`config.mk`:
```
export PLATFORM = sky130hd
export DESIGN_NAME = fib_bcd_display
export DESIGN_NICKNAME = d
export VERILOG_FILES = /design/src/rtl/fib_disp_pkg.sv /design/src/rtl/bin2bcd_seq.sv /design/src/rtl/fib_bcd_display.sv
export SDC_FILE = /design/constraint.sdc
export NUM_CORES = 1
export LEC_CHECK = 0
export ABC_CLOCK_PERIOD_IN_PS = 3000
export CAP_MARGIN = 10
export CORE_MARGIN = 2
export CORE_UTILIZATION = 55
export DETAILED_ROUTE_END_ITERATION = 10
export GPL_TIMING_DRIVEN = 0
export PLACE_DENSITY = 0.79
export SYNTH_ARGS = -nofsm -noshare
export SYNTH_HDL_FRONTEND = slang
export SYNTH_SLANG_ARGS = --single-unit
```
`constraint.sdc`:
```
create_clock -name clk -period 3 [get_ports clk]
set_input_delay 0.6 -clock clk [delete_from_list [all_inputs] [get_ports clk]]
set_output_delay 0.6 -clock clk [all_outputs]
set_load 0.01 [all_outputs]
```
`src/rtl/fib_disp_pkg.sv`:
```
// Shared types and constants for the Fibonacci BCD display slice.
// Holds the FSM encoding, the segment table and the nibble-adjust helper.
package fib_disp_pkg;

   typedef enum logic [1:0] {
      IDLE,
      SHIFT,
      DONE
   } state_t;

   localparam int IN_W       = 20;
   localparam int BCD_DIGITS = 7;
   localparam int BCD_W      = BCD_DIGITS * 4;
   localparam int SHIFTS     = 20;

   localparam logic [6:0] SEG_BLANK = 7'h7F;

   // {g,f,e,d,c,b,a}, active-low
   localparam logic [6:0] SEG_LUT [10] = '{
      7'h40, 7'h79, 7'h24, 7'h30, 7'h19,
      7'h12, 7'h02, 7'h78, 7'h00, 7'h10
   };

   function automatic logic [BCD_W-1:0] dabble_adj(
      input logic [BCD_W-1:0] w
   );
      logic [BCD_W-1:0] r;
      r = w;
      for (int i = 0; i < BCD_DIGITS; i++) begin
         if (w[i*4 +: 4] >= 4'd5)
            r[i*4 +: 4] = w[i*4 +: 4] + 4'd3;
      end
      return r;
   endfunction

endpackage

```
`src/rtl/bin2bcd_seq.sv`:
```
// Serial double-dabble converter: one shift per clock, start/ready handshake.
// bcd holds the last finished result; the working register is never exposed.
module bin2bcd_seq #(
   parameter int IN_W = 20
) (
   input  logic            clk,
   input  logic            rst,
   input  logic            start,
   input  logic [IN_W-1:0] in_data,
   output logic            ready,
   output logic [27:0]     bcd,
   output logic            bcd_valid,
   output logic            busy
);
   import fib_disp_pkg::*;

   localparam int CNT_W = $clog2(SHIFTS + 1);

   state_t           state;
   logic [CNT_W-1:0] cnt;
   logic [IN_W-1:0]  bin;
   logic [BCD_W-1:0] work;
   logic [BCD_W-1:0] adj;

   assign adj   = dabble_adj(work);
   assign ready = (state == IDLE);
   assign busy  = (state != IDLE);

   always_ff @(posedge clk) begin
      if (!rst) begin
         state     <= IDLE;
         cnt       <= '0;
         bin       <= '0;
         work      <= '0;
         bcd       <= '0;
         bcd_valid <= 1'b0;
      end else begin
         bcd_valid <= 1'b0;
         unique case (state)
            IDLE: begin
               if (start) begin
                  bin   <= in_data;
                  work  <= '0;
                  cnt   <= '0;
                  state <= SHIFT;
               end
            end
            SHIFT: begin
               // one extra SHIFT cycle after the last shift publishes the result
               if (cnt == CNT_W'(SHIFTS)) begin
                  bcd       <= work;
                  bcd_valid <= 1'b1;
                  state     <= DONE;
               end else begin
                  {work, bin} <= {adj, bin} << 1;
                  cnt         <= cnt + 1'b1;
               end
            end
            DONE:    state <= IDLE;
            default: state <= IDLE;
         endcase
      end
   end

endmodule

```
`src/rtl/fib_bcd_display.sv`:
```
// Fibonacci stream consumer: BCD conversion, drop counting and
// a 4-digit multiplexed 7-segment display with leading-zero blanking.
module fib_bcd_display #(
   parameter int IN_W   = 20,
   parameter int SCAN_W = 17
) (
   input  logic            clk,
   input  logic            rst,
   input  logic            in_valid,
   input  logic [IN_W-1:0] in_data,
   output logic            in_ready,
   input  logic            page,
   output logic [27:0]     bcd,
   output logic            bcd_valid,
   output logic            busy,
   output logic [7:0]      drop_cnt,
   output logic [3:0]      an,
   output logic [6:0]      seg
);
   import fib_disp_pkg::*;

   logic [SCAN_W-1:0] scan;
   logic [1:0]        pos;
   logic [2:0]        hi;
   logic [2:0]        idx;
   logic [3:0]        digit;
   logic [31:0]       bcd_ext;

   bin2bcd_seq #(
      .IN_W(IN_W)
   ) u_conv (
      .clk      (clk),
      .rst      (rst),
      .start    (in_valid),
      .in_data  (in_data),
      .ready    (in_ready),
      .bcd      (bcd),
      .bcd_valid(bcd_valid),
      .busy     (busy)
   );

   always_ff @(posedge clk) begin
      if (!rst) begin
         drop_cnt <= '0;
         scan     <= '0;
      end else begin
         scan <= scan + 1'b1;
         if (in_valid && !in_ready && drop_cnt != 8'hFF)
            drop_cnt <= drop_cnt + 8'd1;
      end
   end

   assign pos     = scan[SCAN_W-1 -: 2];
   assign an      = ~(4'b0001 << pos);
   assign bcd_ext = {4'h0, bcd};

   // page selects the upper bank; position 3 of page 1 maps to a digit
   // index above any possible nonzero digit, so it always blanks
   assign idx = {page, pos};

   always_comb begin
      hi = '0;
      for (int i = 1; i < BCD_DIGITS; i++) begin
         if (bcd[i*4 +: 4] != 4'h0)
            hi = 3'(i);
      end
      digit = bcd_ext[{idx, 2'b00} +: 4];
      seg   = SEG_BLANK;
      if (idx <= hi && digit <= 4'd9)
         seg = SEG_LUT[digit];
   end

endmodule

```
; ---- Yosys cells after proc, flatten, opt, wreduce, memory -nomap -nowiden
; Memory sizes are Yosys's and may differ from the RTL's.
; Cells that the tools add are included.
[totals]
register_bits = 109
romBits = 112
in_bits = 24
output_inout_bits = 50
wordCells = 85
mem_count = 1
[classes]
add_sub_neg = 10
order_cmp = 10
eq_ne = 6
shift = 2
mux = 29
n_bitwise = 2
reduce_logical = 17
[memory_table]
columns = name, words, width, read_ports, rd_clocked_by_memory_dff, wr, line
row1 = (no name shown), 16, 7, 1, 0, 0, fib_bcd_display.sv:70  ; seg = SEG_LUT[digit];
[ops]
columns = operator, n
row1 = 28-bit two-way mux, 2
row2 = 28-bit one-hot mux with 2 select lines, 1
row3 = 20-bit two-way mux, 2
row4 = 20-bit one-hot mux with 2 select lines, 1
row5 = 32-bit by 6-bit variable part select with 4-bit output, 1
row6 = 4-bit by 3-bit greater-or-equal comparator with 1-bit output (second input constant), 7
row7 = 4-bit by 2-bit adder with 4-bit output (second input constant), 6
row8 = 4-bit two-way mux, 6
row9 = 4-bit nonzero test, 6
row10 = 7-bit two-way mux, 3
row11 = 3-bit two-way mux, 6
row12 = 17-bit by 1-bit adder with 17-bit output (second input constant), 1
row13 = 5-bit two-way mux, 2
row14 = 5-bit one-hot mux with 2 select lines, 1
row15 = 8-bit by 1-bit adder with 8-bit output (second input constant), 1
row16 = 8-bit inequality test (second input constant), 1
row17 = 2-bit AND reduction, 3
row18 = 5-bit by 1-bit adder with 5-bit output (second input constant), 1
row19 = 5-bit equality test (second input constant), 1
row20 = 5-bit greater-or-equal comparator (second input constant), 1
row21 = 4-bit inverter with 5-bit output, 1
row22 = 4-bit <= comparator (second input constant), 1
row23 = 2-bit two-way mux, 2
row24 = 2-bit inequality test (second input constant), 2
row25 = 13 further kinds, 17

; ---- Longest topological paths before layout
; Gate-level depths: netlist of the first run.
[depth]
depth_word = 10
ltp_mapped = 10
depth_no_buf = 10

; ---- Cells and area by module
; A second synthesis of the first run with hierarchy kept.
[unflattened]
cells_unflattened = 649
area_unflattened_um2 = 5647.9
[modules_own_cells]
columns = module, n_inst, cells_per_inst, area_each_um2, seq_area_each_um2
row1 = bin2bcd_seq, 1, 435, 3799.9, 1681.6
row2 = fib_bcd_display, 1, 214, 1848.0, 500.5

; ---- Least setup slack after synthesis of the first run
; Ideal clock, no wire load.
[synth_path]
path_kind = register to output
startpoint = register u_conv.bcd[27]
endpoint = output port seg[6]
t_arrival_ns = 2.205
t_required_ns = 2.400
path_slack_ns = 0.195
stages_incl_launch_ff = 9
n_path_buf = 0
cell_sequence = dfxtp_1 or4_1 nor2_1 ha_1 nor2b_1 o21a_1 o21ai_1 nor4b_2 a41oi_1
[synth_between]
elab_chain_len = 6
elab_cells_between_ends = 11
cone_classes = order compare: 2 / shift: 1 / mux: 4 / bitwise: 1 / reduce/logical: 2 / memory: 1
[synth_lines]
columns = item, line
row1 = from (decl), bin2bcd_seq.sv:11  ; output logic [27:0] bcd,
row2 = from (signal assigned), bin2bcd_seq.sv:51  ; bcd <= work;
row3 = 32-bit by 6-bit variable part select with 4-bit output, fib_bcd_display.sv:67  ; digit = bcd_ext[{idx, 2'b00} +: 4];
row4 = 4-bit inverter with 5-bit output (implied by the code), fib_bcd_display.sv:70
row5 = memory 16 x 7 bit, -
row6 = 7-bit two-way mux (implied by the code) (2 in series), fib_bcd_display.sv:70
row7 = 7-bit two-way mux (*), fib_bcd_display.sv:69  ; if (idx <= hi && digit <= 4'd9)
row8 = to (decl), fib_bcd_display.sv:18  ; output logic [6:0] seg
; Mark *: on every way between the ends. The rest lies on a longest branch, timed or not. The select of a mux whose other input is x is not followed.

; ---- Worst setup path after layout of the first run
[layout_path]
startpoint = register u_conv.bcd[8]
endpoint = output port seg[5]
[layout_between]
elab_chain_len = 9
elab_cells_between_ends = 15
cone_classes = order compare: 2 / shift: 1 / mux: 8 / bitwise: 1 / reduce/logical: 2 / memory: 1
[layout_lines]
columns = item, line
row1 = branches (longest 8 deep; another with memory 16 x 7 bit), -
row2 = 7-bit two-way mux (*), fib_bcd_display.sv:69
; Mark *: on every way between the ends. The select of a mux whose other input is x is not followed.

==> impl_results.md, run 1 <==
* Worst-path clk slew at 0.11 ns
* Leak pwr at 0.00240 uW
* Sequential power share at 55.8%
* Row count at 35
* EDFF count, synth at 0
* Peak VDD IR at 234 uV
* GP Congestion at 0.982
* Worst-margin pin slew at 0.655 ns
* Gr ovfl total at 0
* Die X at 103 um
* Primary FF master, synth: dfxtp_1
* Diode count at 0
* Setup crit start: u_conv.bcd[8]
* Worst slew margin at 56.3%
* Final HPWL DP at 9480 um
* Worst EP required at 2.40 ns
* DRC marker count from the first detailed-route iteration at 180
* Drt pass-1 iters at 5
* First-pass GRT wire length at 21900 um
* Power, Total at 2670 uW
* Synth cell types at 57
* Internal power at 1980 uW
* Synthesized flop and latch total at 109
* Latest clock arrival within the worst-skew pair at 0.37 ns
* Combinational share of power at 9.9%
* Top cell type's share of synthesized area at 40.9%
* Root buffer cell: clkbuf_8
* Io pins at 74
* Min Tclk post-route at 3.25 ns
* Max Cap Viol at 0
* Vias in the first global route at 4764
* Largest net degree at the start of global routing at 20
* Via/cell ratio at 5.56
* Compound-Gate Fraction of Synth Area at 17.9%
* FF-to-FF path depth at 8
* Failing checks: setup timing
* Hold Slack at 0.467 ns
* Via count at 4866
* Max Fclk at 307 MHz
* Synth Area in XOR/XNOR at 5.58%
* Simple-Gate Fraction of Synth Area at 22.6%
* Largest family of logic cells by synthesized area: simple AND/OR/NAND/NOR gates
* H-tree levels at 3
* Routed len/inst at 15.1 um
* Clock Tree Buf Depth at 2
* Outcome: finished, violations left
* Worst Setup Slack, final at -0.252 ns
* Layout cells sized above 1 at 13.4%
* Drt drc at 0
* CTS Sinks at 109
* CTS tree: built
* Avg Inst Size Synth at 8.33 sq um
* Yosys warning total at 0
* Setup crit end: seg[5]
* Core area at 9330 sq um
* Starting density of the core at 57.2%
* Synth Net Count at 691
* Post-Syn Area at 5340 sq um
* Final Hold Violating Endpoints at 0
* Initial antenna violation count at 0
* R2R setup slack at 1.01 ns
* Largest cells by area after synthesis: dfxtp_1, nand2_1, a21oi_1
* Tcrit/Tclk final at 108%
* Final wirelength at 13200 um
* Asr flop ratio synth at 0%
* Net Sw Frac at 25.9%
* Synth area leader: dfxtp_1
* Area Growth Syn to Fin at 24.5%
* Sw power at 693 uW
* Clk_skew at 0.0156 ns
* Critical Path Fanout Max at 4
* Pwr dens at 402 nW/um^2
* CP Launch Type: flop
* Reg-to-Reg Start: u_conv.cnt[0]
* WS Path Type: flop to output pin
* Hold crit path type: flop to flop
* Total die area at 10500 sq um
* Mux contribution to synthesized area at 2.44%
* Commonest cells in the netlist: nand2_1, dfxtp_1, a21oi_1
* Die H at 103 um
* Sequential-to-total area share from yosys stat at 40.9%
* Setup violators final at 7
* Synth Area in Adders at 6.09%
* GR Util All Layers at 26.2%
* RSZ-0062 raised after global routing: true
* Syn Inst Count at 641
* Post-route ant nets at 0
* Cell with the most instances after synthesis: nand2_1
* CP Capture Type: output pin
* Slew Limit Fails at 0
* Hold bufs inserted after CTS at 0
* Reg2reg end: u_conv.work[20]
* Port bufs at 72
* Nets at 791
* CTS Buf Count at 9
* Crit path arrival time at 2.65 ns
* Clock share of power at 34.3%
## layout by cell type (no fill, tap or decap), types with 13 or more instances in the layout
master	n
a21oi_1	69
a22oi_1	22
and2_1	14
buf_2	18
buf_4	20
clkdlybuf4s50_1	64
dfxtp_1	100
ha_1	24
inv_1	25
mux2i_1	13
nand2_1	118
nand3_1	19
nor2_1	25
o21ai_0	30
xnor2_1	19
xor2_1	15
## metrics by stage
stage          utilization [%]  setup TNS, ns  instances  setup slack [ns]  area, sq um
6_report                  71.3          -1.13        875            -0.252         6650
5_1_grt                   71.3          -1.93        875            -0.389         6650
4_1_cts                   71.2         -0.720        875            -0.194         6650
3_5_place_dp              66.7          -5.49        842            -0.822         6220
2_1_floorplan                -              0        641             0.195         5340
3_3_place_gp              66.7          -5.20        842            -0.765         6220
## logic make-up (layout without fill, tap and decap cells)
logic type | Yosys count | in the layout
and+or+nand+nor | 245 | 245
AOI/OAI and AO/OA | 160 | 160
DFF | 109 | 109
buffers and inverters | 54 | 159
xor gates and xnor gates | 34 | 34
adders and majority gates | 26 | 26
muxes | 13 | 13
## critical path, stage by stage, from the launching register on
cell and delay [ns]:
dfxtp_2 0.36, nor4_4 0.34, o41ai_2 0.15, a21bo_2 0.22, a21oi_2 0.14, ha_2 0.18, nor2b_1 0.05, o21a_1 0.20
o21ai_4 0.18, nor4b_4 0.24, a31oi_1 0.07, buf_2 0.15
## sequential cells by signal, indices dropped and copies added, names as in the netlist
| signal | count |
|---|---|
| u_conv.state | 2 |
| u_conv.work | 28 |
| drop_cnt | 8 |
| scan | 17 |
| u_conv.bcd | 28 |
| u_conv.bcd_valid | 1 |
| u_conv.cnt | 5 |
| u_conv.bin | 20 |
## layer usage
metal | up-vias | track usage (%) | routed length (um)
met4 | 0 | 9.44 | 227
met5 | - | 0 | 0
li1 | 2414 | - | -
met2 | 132 | 45.6 | 6430
met3 | 18 | 3.73 | 653
met1 | 2302 | 33.2 | 5870
## worst min path at each step
stage,cells past startpoint,start,end
2_1_floorplan,2,u_conv.bin[18],u_conv.bin[18]
3_3_place_gp,2,u_conv.bin[7],u_conv.bin[7]
3_5_place_dp,2,u_conv.bin[7],u_conv.bin[7]
4_1_cts,2,u_conv.bin[7],u_conv.bin[7]
5_1_grt,2,u_conv.bin[8],u_conv.bin[8]
6_report,2,u_conv.bin[10],u_conv.bin[10]
## power groups by stage
stage / clock network, uW / logic, uW / registers, uW
after global routing: 986 / 292 / 1500
after global placement: 0 / 251 / 1520
final: 918 / 264 / 1490
after floorplan: 0 / 154 / 1520
after detailed placement: 0 / 259 / 1530
after CTS: 926 / 263 / 1490
## layout make-up
type | count | area [sq um]
buffer | 28 | 153
inverter | 26 | 97.6
clock buffer | 9 | 124
clock inverter | 7 | 80.1
multi-input combinational | 478 | 3020
sequential | 109 | 2200
tap | 129 | 161
timing repair buffer | 89 | 816
fill | 750 | 2680
## timing repair
item / in CTS / in global routing
setup endpoints to repair: 7 / 7
buffers inserted: 17 / 0
pin swaps: 8 / 2
gates resized for setup: 63 / 1
(Power assumes the default switching activity.)
==> inputs of run 2 (changes only) <==
--- a/config.mk
+++ b/config.mk
@@ -14,4 +14,5 @@
 export PLACE_DENSITY = 0.79
 export SYNTH_ARGS = -nofsm -noshare
 export SYNTH_HDL_FRONTEND = slang
+export SYNTH_HIERARCHICAL = 1
 export SYNTH_SLANG_ARGS = --single-unit
==> run 2 against run 1 <==
The run still ends with setup timing left. Routed wire length is 0.49% higher. Clock skew is 0.0011 ns lower. Die area is 5.6% higher. Critical path depth is 2 lower. Global-route usage is 2.2 points lower. Critical endpoint is now seg[6]. Largest cell class unchanged. Largest power group unchanged.
==> impl_results.md, run 2 <==
* Mux contribution to synthesized area at 9.06%
* Placed Area at 6550 sq um
* Worst EP required at 2.40 ns
* Io pins at 74
* Final wirelength at 13200 um
* Worst-margin pin slew at 0.628 ns
* Tcrit/Tclk final at 109%
* Hold Slack at 0.470 ns
* Die H at 105 um
* Biggest regs: u_conv/bcd: 28 flops, u_conv/work: 28 flops, u_conv/bin: 20 flops
* Clock Tree Buf Depth at 2
* Setup violators final at 7
* Cell with the most instances after synthesis: dfxtp_1
* Largest net degree at the start of global routing at 18
* EDFF count, synth at 0
* Latest clock arrival within the worst-skew pair at 0.38 ns
* Sequential-to-total area share from yosys stat at 38.6%
* CTS Buf Count at 9
* Slew Limit Fails at 0
* Failing checks: setup timing
* Layout cells sized above 1 at 17.0%
* Max Cap Viol at 0
* Hold bufs inserted after CTS at 0
* H-tree levels at 3
* Total die area at 11100 sq um
* GP Congestion at 0.851
* Clk_skew at 0.0146 ns
* R2R setup slack at 1.03 ns
* Final Non-Filler Cells at 879
* Most frequent cells in the layout: dfxtp_1, nand2_1, clkdlybuf4s50_1
* Gr ovfl total at 0
* Post-Syn Area at 5650 sq um
* Peak VDD IR at 319 uV
* Initial antenna violation count at 0
* Asr flop ratio synth at 0%
* Worst slew margin at 58.2%
* Routed len/inst at 15.1 um
* Leak pwr at 0.00252 uW
* Hold_sp: scan[0]
* FF-to-FF path depth at 6
* Port bufs at 73
* Family with the most delay on the worst path: compound AO/OA/AOI/OAI gates
* Primary FF master, synth: dfxtp_1
* Post-route ant nets at 0
* RSZ-0062 raised after global routing: true
* Drt drc at 0
* CP Launch Type: flop
* CP Cell Sequence: nor4_4 > nand2_1 > a21oi_1 > nor2_1 > ha_1 > a211o_1 > a21oi_2 > a32oi_1 > buf_2
* Max Fclk at 306 MHz
* Buf/Inv on CP at 1
* Outcome: finished, violations left
* Final Cell Area at 6950 sq um
* Hold crit path type: flop to flop
* Avg Inst Size Synth at 8.70 sq um
* Pwr dens at 384 nW/um^2
* Final HPWL DP at 9450 um
* Final Hold Violating Endpoints at 0
* Synth Area in XOR/XNOR at 3.57%
* Reg2reg end: scan[16]
* Area Growth Syn to Fin at 23.1%
* DRC marker count from the first detailed-route iteration at 260
* Hold worst-path end: scan[0]
* Largest family of logic cells by synthesized area: compound AO/OA/AOI/OAI gates
* First-pass GRT wire length at 22000 um
* Synth Net Count at 699
* Nets at 792
* Synth Area in Adders at 5.76%
* Row count at 36
* Commonest cells in the netlist: dfxtp_1, nand2_1, a21oi_1
* Worst-path clk slew at 0.10 ns
* Worst slack at placement at -1.15 ns
* CTS Sinks at 109
* Most common cell after layout, fill and taps aside: dfxtp_1
* Synth cell types at 68
* Crit path arrival time at 2.66 ns
* Root buffer cell: clkbuf_8
* Worst Setup Slack, final at -0.264 ns
* CTS tree: built
* Starting density of the core at 57.3%
* Top cell type's share of synthesized area at 38.6%
* # placed instances at 855
* Via/cell ratio at 5.64
* Drt pass-1 iters at 5
* Simple-Gate Fraction of Synth Area at 18.5%
* Yosys warning total at 6
* Compound-Gate Fraction of Synth Area at 18.9%
* Syn Inst Count at 649
* Largest cells by area after synthesis: dfxtp_1, nand2_1, ha_1
* Vias in the first global route at 4713
* Die X at 105 um
* Critical Path Fanout Max at 4
* Via count at 4955
* CP max stage cell: dfxtp_1
* Synthesized flop and latch total at 109
* Hold depth at 1
* Core area at 9860 sq um
* Diode count at 0
* Synth area leader: dfxtp_1
* GR Util All Layers at 24.0%
* Min Tclk post-route at 3.26 ns
* Reg-to-Reg Start: scan[0]
* CP Capture Type: output pin
* WS Path Type: flop to output pin
* Critical path's largest stage delay at 0.39 ns
==> run 2: worst max-delay path by stage <==
| stage | startpoint | to | depth (start not counted) |
|---|---|---|---|
| 2_1_floorplan | page | seg[1] | 8 |
| 3_3_place_gp | page | seg[6] | 10 |
| 3_5_place_dp | page | seg[6] | 10 |
| 4_1_cts | scan[16] | seg[6] | 9 |
| 5_1_grt | u_conv/bcd[21] | seg[6] | 9 |
| 6_report | u_conv/bcd[21] | seg[6] | 9 |
==> run 2: kinds of logic (layout without fill, tap and decap cells) <==
| logic type | count (synthesis) | count (layout) |
|---|---|---|
| simple gates | 213 | 213 |
| compound gates | 173 | 173 |
| flops | 109 | 109 |
| buf+inv | 60 | 157 |
| mux | 45 | 45 |
| fa+ha+maj | 26 | 26 |
| xor+xnor | 23 | 23 |
==> run 2: timing repair <==
item | in CTS | in global routing
buffers inserted | 8 | 2
pin swaps | 13 | 8
endpoints found under the setup margin | 7 | 7
gates resized for setup | 53 | 14
==> run 2: layout make-up <==
cell class	instances	area, sq um
multi-input combinational	480	3310
fill	751	2910
sequential	109	2190
timing repair buffer	83	773
buffer	31	221
tap	133	166
clock buffer	9	124
inverter	28	108
clock inverter	6	63.8
==> run 2: report_power, final <==
group | total [uW] | internal (uW) | leakage (uW) | switching, uW
sequential | 1510 | 1480 | 0.000885 | 23.2
combinational | 302 | 133 | 0.00155 | 170
clock | 861 | 381 | 0.0000915 | 480
total | 2670 | 2000 | 0.00252 | 672
==> run 2: through the flow <==
| stage | TNS, ns | power [uW] | utilization, % |
|---|---|---|---|
| floorplan | 0 | 1730 | - |
| global placement | -6.95 | 1820 | 66.3 |
| detailed placement | -7.36 | 1830 | 66.3 |
| CTS | -1.51 | 2680 | 69.6 |
| global route | -2.31 | 2780 | 70.5 |
| finish | -1.44 | 2670 | 70.5 |
==> run 2: worst reg2reg max path, delay by kind of cell (launching register included) <==
kind,cells,cell delay [ns]
DFF,1,0.38
AOI/OAI and AO/OA,1,0.16
adders and majority gates,1,0.19
and+or+nand+nor,3,1.00
buffers and inverters,1,0.17
==> run 2: metal layers <==
layer	global-route usage (%)	vias up	wire length, um
li1	-	2469	-
met1	29.6	2330	5820
met2	41.8	134	6510
met3	5.32	22	667
met4	6.95	0	242
met5	0	-	0
